File: src/rtl/bcd_serial_add_ctrl.sv
// bcd_serial_add_ctrl
// Digit-serial packed-BCD adder controller. One shared 4-bit add/correct
// stage is stepped across the operand digits, least-significant first, with
// the decimal carry rippled between digits. One digit is processed per clock.
//
//   state | meaning
//   ------+-----------------------------------------------------------------
//   IDLE  | waiting for start; operands are latched on the accepting edge
//   ADD   | one digit per edge; down-counter cnt reaches 0 on the last digit
//   DONE  | done pulses for this single cycle; sum/cout were just updated
module bcd_serial_add_ctrl #(
    parameter int DIGITS = 4
) (
    input  logic                  clk,
    input  logic                  rst,
    input  logic                  start,
    input  logic [4*DIGITS-1:0]   a,
    input  logic [4*DIGITS-1:0]   b,
    output logic                  busy,
    output logic                  done,
    output logic [4*DIGITS-1:0]   sum,
    output logic                  cout,
    output logic                  err
);

    localparam int W  = 4 * DIGITS;
    localparam int IW = (DIGITS > 1) ? $clog2(DIGITS) : 1;

    typedef enum logic [1:0] {
        IDLE = 2'd0,
        ADD  = 2'd1,
        DONE = 2'd2
    } state_t;

    state_t         state;

    // Working copies of the operands shift right so the active digit is
    // always in bits [3:0]; the result shifts in from the top so that after
    // DIGITS steps digit 0 sits at the bottom.
    logic [W-1:0]   a_w;
    logic [W-1:0]   b_w;
    logic [W-1:0]   res_w;
    logic           carry;
    logic [IW-1:0]  cnt;

    logic [4:0]     t;
    logic [3:0]     digit;
    logic           c_next;
    logic [W-1:0]   res_next;
    logic           bad_digit;

    // Single-digit add with decimal correction; invalid digits follow the
    // same rule so the result is deterministic rather than saturated.
    always_comb begin
        t        = {1'b0, a_w[3:0]} + {1'b0, b_w[3:0]} + {4'b0000, carry};
        digit    = t[3:0];
        c_next   = 1'b0;
        if (t > 5'd9) begin
            digit  = t[3:0] + 4'd6;
            c_next = 1'b1;
        end
        res_next = (res_w >> 4) | (W'(digit) << (W - 4));
    end

    // Flags any operand digit outside 0..9 at the moment of acceptance.
    always_comb begin
        bad_digit = 1'b0;
        for (int i = 0; i < DIGITS; i++) begin
            if ((a[4*i +: 4] > 4'd9) || (b[4*i +: 4] > 4'd9)) begin
                bad_digit = 1'b1;
            end
        end
    end

    // Sequencer with registered outputs; sum/cout only move on entry to DONE.
    always_ff @(posedge clk or posedge rst) begin
        if (rst) begin
            state <= IDLE;
            a_w   <= '0;
            b_w   <= '0;
            res_w <= '0;
            carry <= 1'b0;
            cnt   <= '0;
            busy  <= 1'b0;
            done  <= 1'b0;
            sum   <= '0;
            cout  <= 1'b0;
            err   <= 1'b0;
        end else begin
            done <= 1'b0;
            case (state)
                IDLE: begin
                    if (start) begin
                        a_w   <= a;
                        b_w   <= b;
                        res_w <= '0;
                        carry <= 1'b0;
                        cnt   <= IW'(DIGITS - 1);
                        err   <= bad_digit;
                        busy  <= 1'b1;
                        state <= ADD;
                    end
                end
                ADD: begin
                    a_w   <= a_w >> 4;
                    b_w   <= b_w >> 4;
                    carry <= c_next;
                    res_w <= res_next;
                    if (cnt == '0) begin
                        sum   <= res_next;
                        cout  <= c_next;
                        done  <= 1'b1;
                        state <= DONE;
                    end else begin
                        cnt <= cnt - IW'(1);
                    end
                end
                DONE: begin
                    busy  <= 1'b0;
                    state <= IDLE;
                end
                default: begin
                    busy  <= 1'b0;
                    state <= IDLE;
                end
            endcase
        end
    end

endmodule
File: config.mk
export PLATFORM = sky130hd
export DESIGN_NAME = bcd_serial_add_ctrl
export DESIGN_NICKNAME = d
export VERILOG_FILES = /design/src/rtl/bcd_serial_add_ctrl.sv
export SDC_FILE = /design/constraint.sdc
export NUM_CORES = 1
export LEC_CHECK = 0
export CAP_MARGIN = 20
export CORE_MARGIN = 8
export CORE_UTILIZATION = 35
export DETAILED_ROUTE_END_ITERATION = 10
export GPL_TIMING_DRIVEN = 0
export HOLD_SLACK_MARGIN = 0.15
export REMOVE_ABC_BUFFERS = 1
export SLEW_MARGIN = 40
export SYNTH_ARGS = -nofsm -noshare
export SYNTH_HDL_FRONTEND = slang
export SYNTH_SLANG_ARGS = --single-unit
File: constraint.sdc
create_clock -name clk -period 7 [get_ports clk]
set_input_delay 1.4 -clock clk [delete_from_list [all_inputs] [get_ports clk]]
set_output_delay 1.4 -clock clk [all_outputs]
set_load 0.01 [all_outputs]
# Word-level counts from Yosys, hierarchy flattened
# Cells that the tools add are included.
# classes
magnitude_cmp,9
bitwise,2
muxes,24
n_reduce_logical,13
add_sub_neg,4
eq_ne,4
# ops
operator,count
16-bit one-hot mux with 2 select lines,3
16-bit 2-to-1 mux,3
4-bit > comparator (second input constant),8
12-bit by 16-bit bitwise OR with 16-bit output,1
2-bit AND reduction,5
1-bit 2-to-1 mux,9
2-bit 2-to-1 mux,4
2-bit one-hot mux with 2 select lines,2
2-bit inequality test (second input constant),3
4-bit by 4-bit adder with 5-bit output,1
5-bit by 1-bit adder with 5-bit output,1
5-bit by 4-bit > comparator with 1-bit output (second input constant),1
4-bit by 3-bit adder with 4-bit output (second input constant),1
2-bit logical NOT,2
1-bit logical OR,4
4-bit 2-to-1 mux,1
1-bit one-hot mux with 2 select lines,2
3-bit AND reduction,1
2-bit by 1-bit equality test with 1-bit output (second input constant),1
2-bit nonzero test,1
2-bit by 1-bit subtractor with 2-bit output (second input constant),1
1-bit inverter,1
# word_totals
in_bits,35
elab_cells,67
out_inout_bits,20
reg_bits,73

# Logic depth before layout (Yosys ltp)
# depth
depth_word,6
mapped_depth,7
ltp_nobuf,7

# Worst setup path after synthesis
# Ideal clock, no wire load.
# synth_path
kind,reg-to-reg
startpoint,register a_w[0]
endpoint,register res_w[14]
synth_period_minus_slack_ns,2.501
path_stages_with_launch,8
t_arrival_ns,2.374
setup_slack_ns,4.499
required_ns,6.872
path_cell_list,dfrtp_1 > fa_1 > fa_1 > xnor2_1 > ha_1 > a21o_1 > o21a_1 > mux2_1
# synth_via
elab_chain_len,6
elab_cells_between_ends,7
cone_classes,add/sub: 3; order compare: 1; mux: 2; bitwise: 1
# synth_rtl
element,line,text
start: declaration,40,logic [W-1:0] a_w;
start signal: assignment,105,a_w <= a_w >> 4;
4-bit by 4-bit adder with 5-bit output (*),55,"t = {1'b0, a_w[3:0]} + {1'b0, b_w[3:0]} + {4'b0000, carry};"
5-bit by 1-bit adder with 5-bit output (*),55,
4-bit by 3-bit adder with 4-bit output / 5-bit by 4-bit > comparator with 1-bit output (equally long branches),"59, 58",
4-bit 2-to-1 mux (*),58,if (t > 5'd9) begin
12-bit by 16-bit bitwise OR with 16-bit output (*),62,res_next = (res_w >> 4) | (W'(digit) << (W - 4));
16-bit one-hot mux with 2 select lines (*),91,case (state)
end signal: assignment,108,res_w <= res_next;
end: declaration,42,logic [W-1:0] res_w;
# Every way passes the cells marked *; elsewhere a longest branch is shown, timed or not.
# A chain may end at the register's enable or synchronous reset.

# Worst setup path after layout
# layout_path
startpoint,input port start
endpoint,register b_w[7]
# layout_via
elab_chain_len,2
# layout_rtl
element,line,text
start: declaration,16,"input logic start,"
2-bit inequality test (no line),--,
2-bit AND reduction (no line),--,
end signal: assignment,106,b_w <= b_w >> 4;
end: declaration,41,logic [W-1:0] b_w;
# Every way passes these cells.

==> results.py <==
metrics = {
    "synthesis": {
        "synth-seq-area-share": 0.5538,
        "async_reset_ff_frac": 1.000,
        "synth_ff_type": "dfrtp_1",
        "netlist_area_um2": 3118,
        "ys_warn_count": 0,
        "yosys.area.top_type": "dfrtp_1",
        "netlist.area_leader.share": 0.5538,
        "synth-edff-count": 0,
        "syn_avg_cell_area_um2": 9.535,
        "synth_area_leaders": "dfrtp_1 (55%), nand2_1 (12%), o21ai_0 (8.8%), mux2i_1 (8.0%), ha_1 (2.0%)",
        "synth_seq_cells": 69,
        "netlist_instances": 327,
        "yosysUniqueCellTypes": 34,
    },
    "pwr": {
        "power.share.sequential": 0.374,
        "total_power_mw": 1.726,
        "p_int_mw": 1.066,
        "powerDensity_nw_per_um2": 429.2,
        "p_sw_frac": 0.3826,
        "p_clk_frac": 0.173,
        "vdd_drop_max_mv": 0.1425,
        "power_switching_mw": 0.6605,
        "combinationalPowerShare": 0.453,
        "p_leak_nw": 1.827,
    },
    "global_routing": {
        "grt_overflow": 0,
        "grt_pass1_wl_mm": 11.55,
        "grt_pass1_vias": 2486,
        "grt_antenna_before_repair": 0,
        "grt_max_degree": 37,
        "track_usage": 0.1210,
    },
    "sta": {
        "fin_skew_ns": 0.01016,
        "post-route-period-util": 0.4417,
        "fin_tns_setup_ns": 0,
        "relSlewSlack": 0.5007,
        "finalMaxSlewViolations": 0,
        "finalWorstPathRequiredPeriod_ns": 3.092,
        "max_freq_mhz": 323.4,
        "fin_ws_ns": 3.908,
        "rsz0062_at_grt": "false",
        "hold_viol_final": 0,
        "setup_violations": 0,
        "tightest_slew_ns": 0.7471,
    },
    "setup_path": {
        "cp-start-kind": "primary input",
        "required_ns": 7.22,
        "cpMaxStageDelayCell": "clkdlybuf4s50_1",
        "cp_max_fo": 9,
        "cpPeakStageDelay_ns": 0.51,
        "critPathCaptureType": "flip-flop",
        "crit_arrival_ns": 3.31,
        "crit_top_cell": "buf_4",
        "cp_num_buf_inv": 4,
        "critical_path.top_delay_family": "buffers and inverters",
        "worstSetupPathType": "in2reg",
        "cp_cell_sequence": "clkdlybuf4s50_1 > nor3b_2 > buf_4 > buf_4 > buf_2 > mux2i_1 > o21ai_0",
    },
    "clocking": {
        "numCtsBuffers": 9,
        "post_cts_buffers": 0,
        "cts_resized": 0,
        "clock_latency_ns": 0.34,
        "clockBufferDepth": 2,
        "clkSinkCount": 69,
        "h-tree-depth": 3,
        "cts_tree": "yes",
        "clkTransAtPathRegs_ns": 0.07,
        "cts_hold_buffers": 0,
        "cts.root.buffer_cell": "clkbuf_8",
    },
    "placement": {
        "dp.cells": 481,
        "gp_congestion": 0.7410,
        "io_buffers": 54,
        "place_ws_ns": 3.536,
        "dp_hpwl_mm": 5.011,
    },
    "routing": {
        "drt-total-wl_mm": 6.941,
        "antenna_left": 0,
        "detail_route.wl_per_cell_um": 13.99,
        "remaining_drc_errors": 0,
        "drtPass1Iterations": 4,
        "dr_total_vias": 2419,
        "drtIter0Drc": 86,
        "viasPerCell": 4.877,
    },
    "finish": {
        "fillerInstances": 870,
        "seqCellArea_um2": 1727,
        "fin_nets": 426,
        "n_antenna_cell": 0,
        "drive_above_1_share": 0.07990,
        "syn2layout_area_growth_pct": 29.01,
        "post_layout_nonfiller_instances": 496,
        "multi_input_area_um2": 1305,
    },
    "min_path": {
        "hp-class": "reg2reg",
    },
    "die": {
        "ios": 55,
        "die_area_um2": 12180,
        "num_rows": 34,
        "chipWidth_um": 110.4,
        "core_um2": 8678,
        "die_h_um": 110.4,
        "start_util": 0.3593,
    },
    "run": {
        "drv_cap": 0,
    },
    "run_status": {
        "status": "finished, final reports clean",
    },
}
==> worst reg2reg max path, stage by stage, from the launching register on <==
cell,delay (ns)
dfrtp_1,0.41
fa_1,0.46
fa_1,0.42
xnor2_1,0.34
ha_1,0.26
a21o_1,0.23
o21a_1,0.22
mux2_1,0.33
==> synth_stat cells (2+ instances only) <==
| cell type | instances |
|---|---|
| a221oi_1 | 2 |
| and3_1 | 2 |
| o21ai_0 | 55 |
| fa_1 | 2 |
| dfrtp_1 | 69 |
| mux2i_1 | 25 |
| nor3_1 | 2 |
| nand4_1 | 2 |
| nor2_1 | 7 |
| inv_1 | 7 |
| clkbuf_1 | 14 |
| ha_1 | 5 |
| a21oi_1 | 6 |
| a21o_1 | 4 |
| nand3_1 | 2 |
| nand2_1 | 102 |
| or4_1 | 2 |
| buf_2 | 3 |
==> power groups by stage <==
stage	Sequential [mW]	Combinational, mW	Clock (mW)
after floorplan	0.653	0.490	0
after global placement	0.649	0.735	0
after detailed placement	0.656	0.790	0
after CTS	0.648	0.793	0.305
after global routing	0.668	0.883	0.323
final	0.646	0.782	0.298
==> layout make-up <==
class	instances	area share
clock buffer	14	0.04292
clock inverter	1	0.001244
inverter	8	0.008709
multi-input combinational	232	0.3244
sequential	69	0.4292
tap	108	0.03359
timing repair buffer	64	0.1599
==> flip-flops by register name, summed over array words and instances, names as in the netlist, 2 cells and up <==
name / count
res_w: 12
a_w: 16
cnt: 2
b_w: 16
sum: 16
state: 2
==> metal layers <==
metal	global-route usage	vias up	wire [um]
li1	-	1217	-
met1	0.1462	1139	3284
met2	0.1966	56	3134
met3	0.04244	7	455
met4	0.04091	0	67
met5	0	-	0
==> per-stage QoR <==
step                        util  area (um^2)  hold slack [ns]
final                     0.4635         4023           0.4712
after global routing      0.4635         4023           0.5046
after CTS                 0.4635         4023           0.4730
after detailed placement  0.4431         3845           0.4604
after global placement    0.4289         3722           0.4511
after floorplan                -         3047           0.4386
==> cells in the final DEF (no fill, tap or decap), types with 4 or more instances in the layout <==
cell and instances:
buf_2 5, clkdlybuf4s50_1 54, a21o_1 4, inv_1 6, dfrtp_1 69, o21ai_0 55
nand2_1 102, mux2i_1 25, clkbuf_8 12, ha_1 5, a21oi_1 6, nor2_1 7
==> path summary, 6_finish.rpt <==
check | startpoint | to | slack [ns] | depth (start not counted)
worst min-delay path | sum[7] | sum[7] | 0.47 | 2
worst min register to register | sum[7] | sum[7] | 0.47 | 2
min in group asynchronous | rst | b_w[15] | 1.40 | 2
worst max-delay path | start | b_w[7] | 3.91 | 7
max in group asynchronous | rst | sum[10] | 5.10 | 3
worst max register to register | a_w[0] | res_w[14] | 4.22 | 7
==> kinds of logic after synthesis <==
kind of cell,Yosys count,synth area share
AND/OR/NAND/NOR,125,0.1649
AO/OA/AOI/OAI,72,0.1264
flip-flops,69,0.5538
buffers and inverters,26,0.03250
multiplexers,26,0.08387
adder cells (fa/ha/maj),7,0.03291
XOR/XNOR,2,0.005619
(Power assumes the default switching activity.)
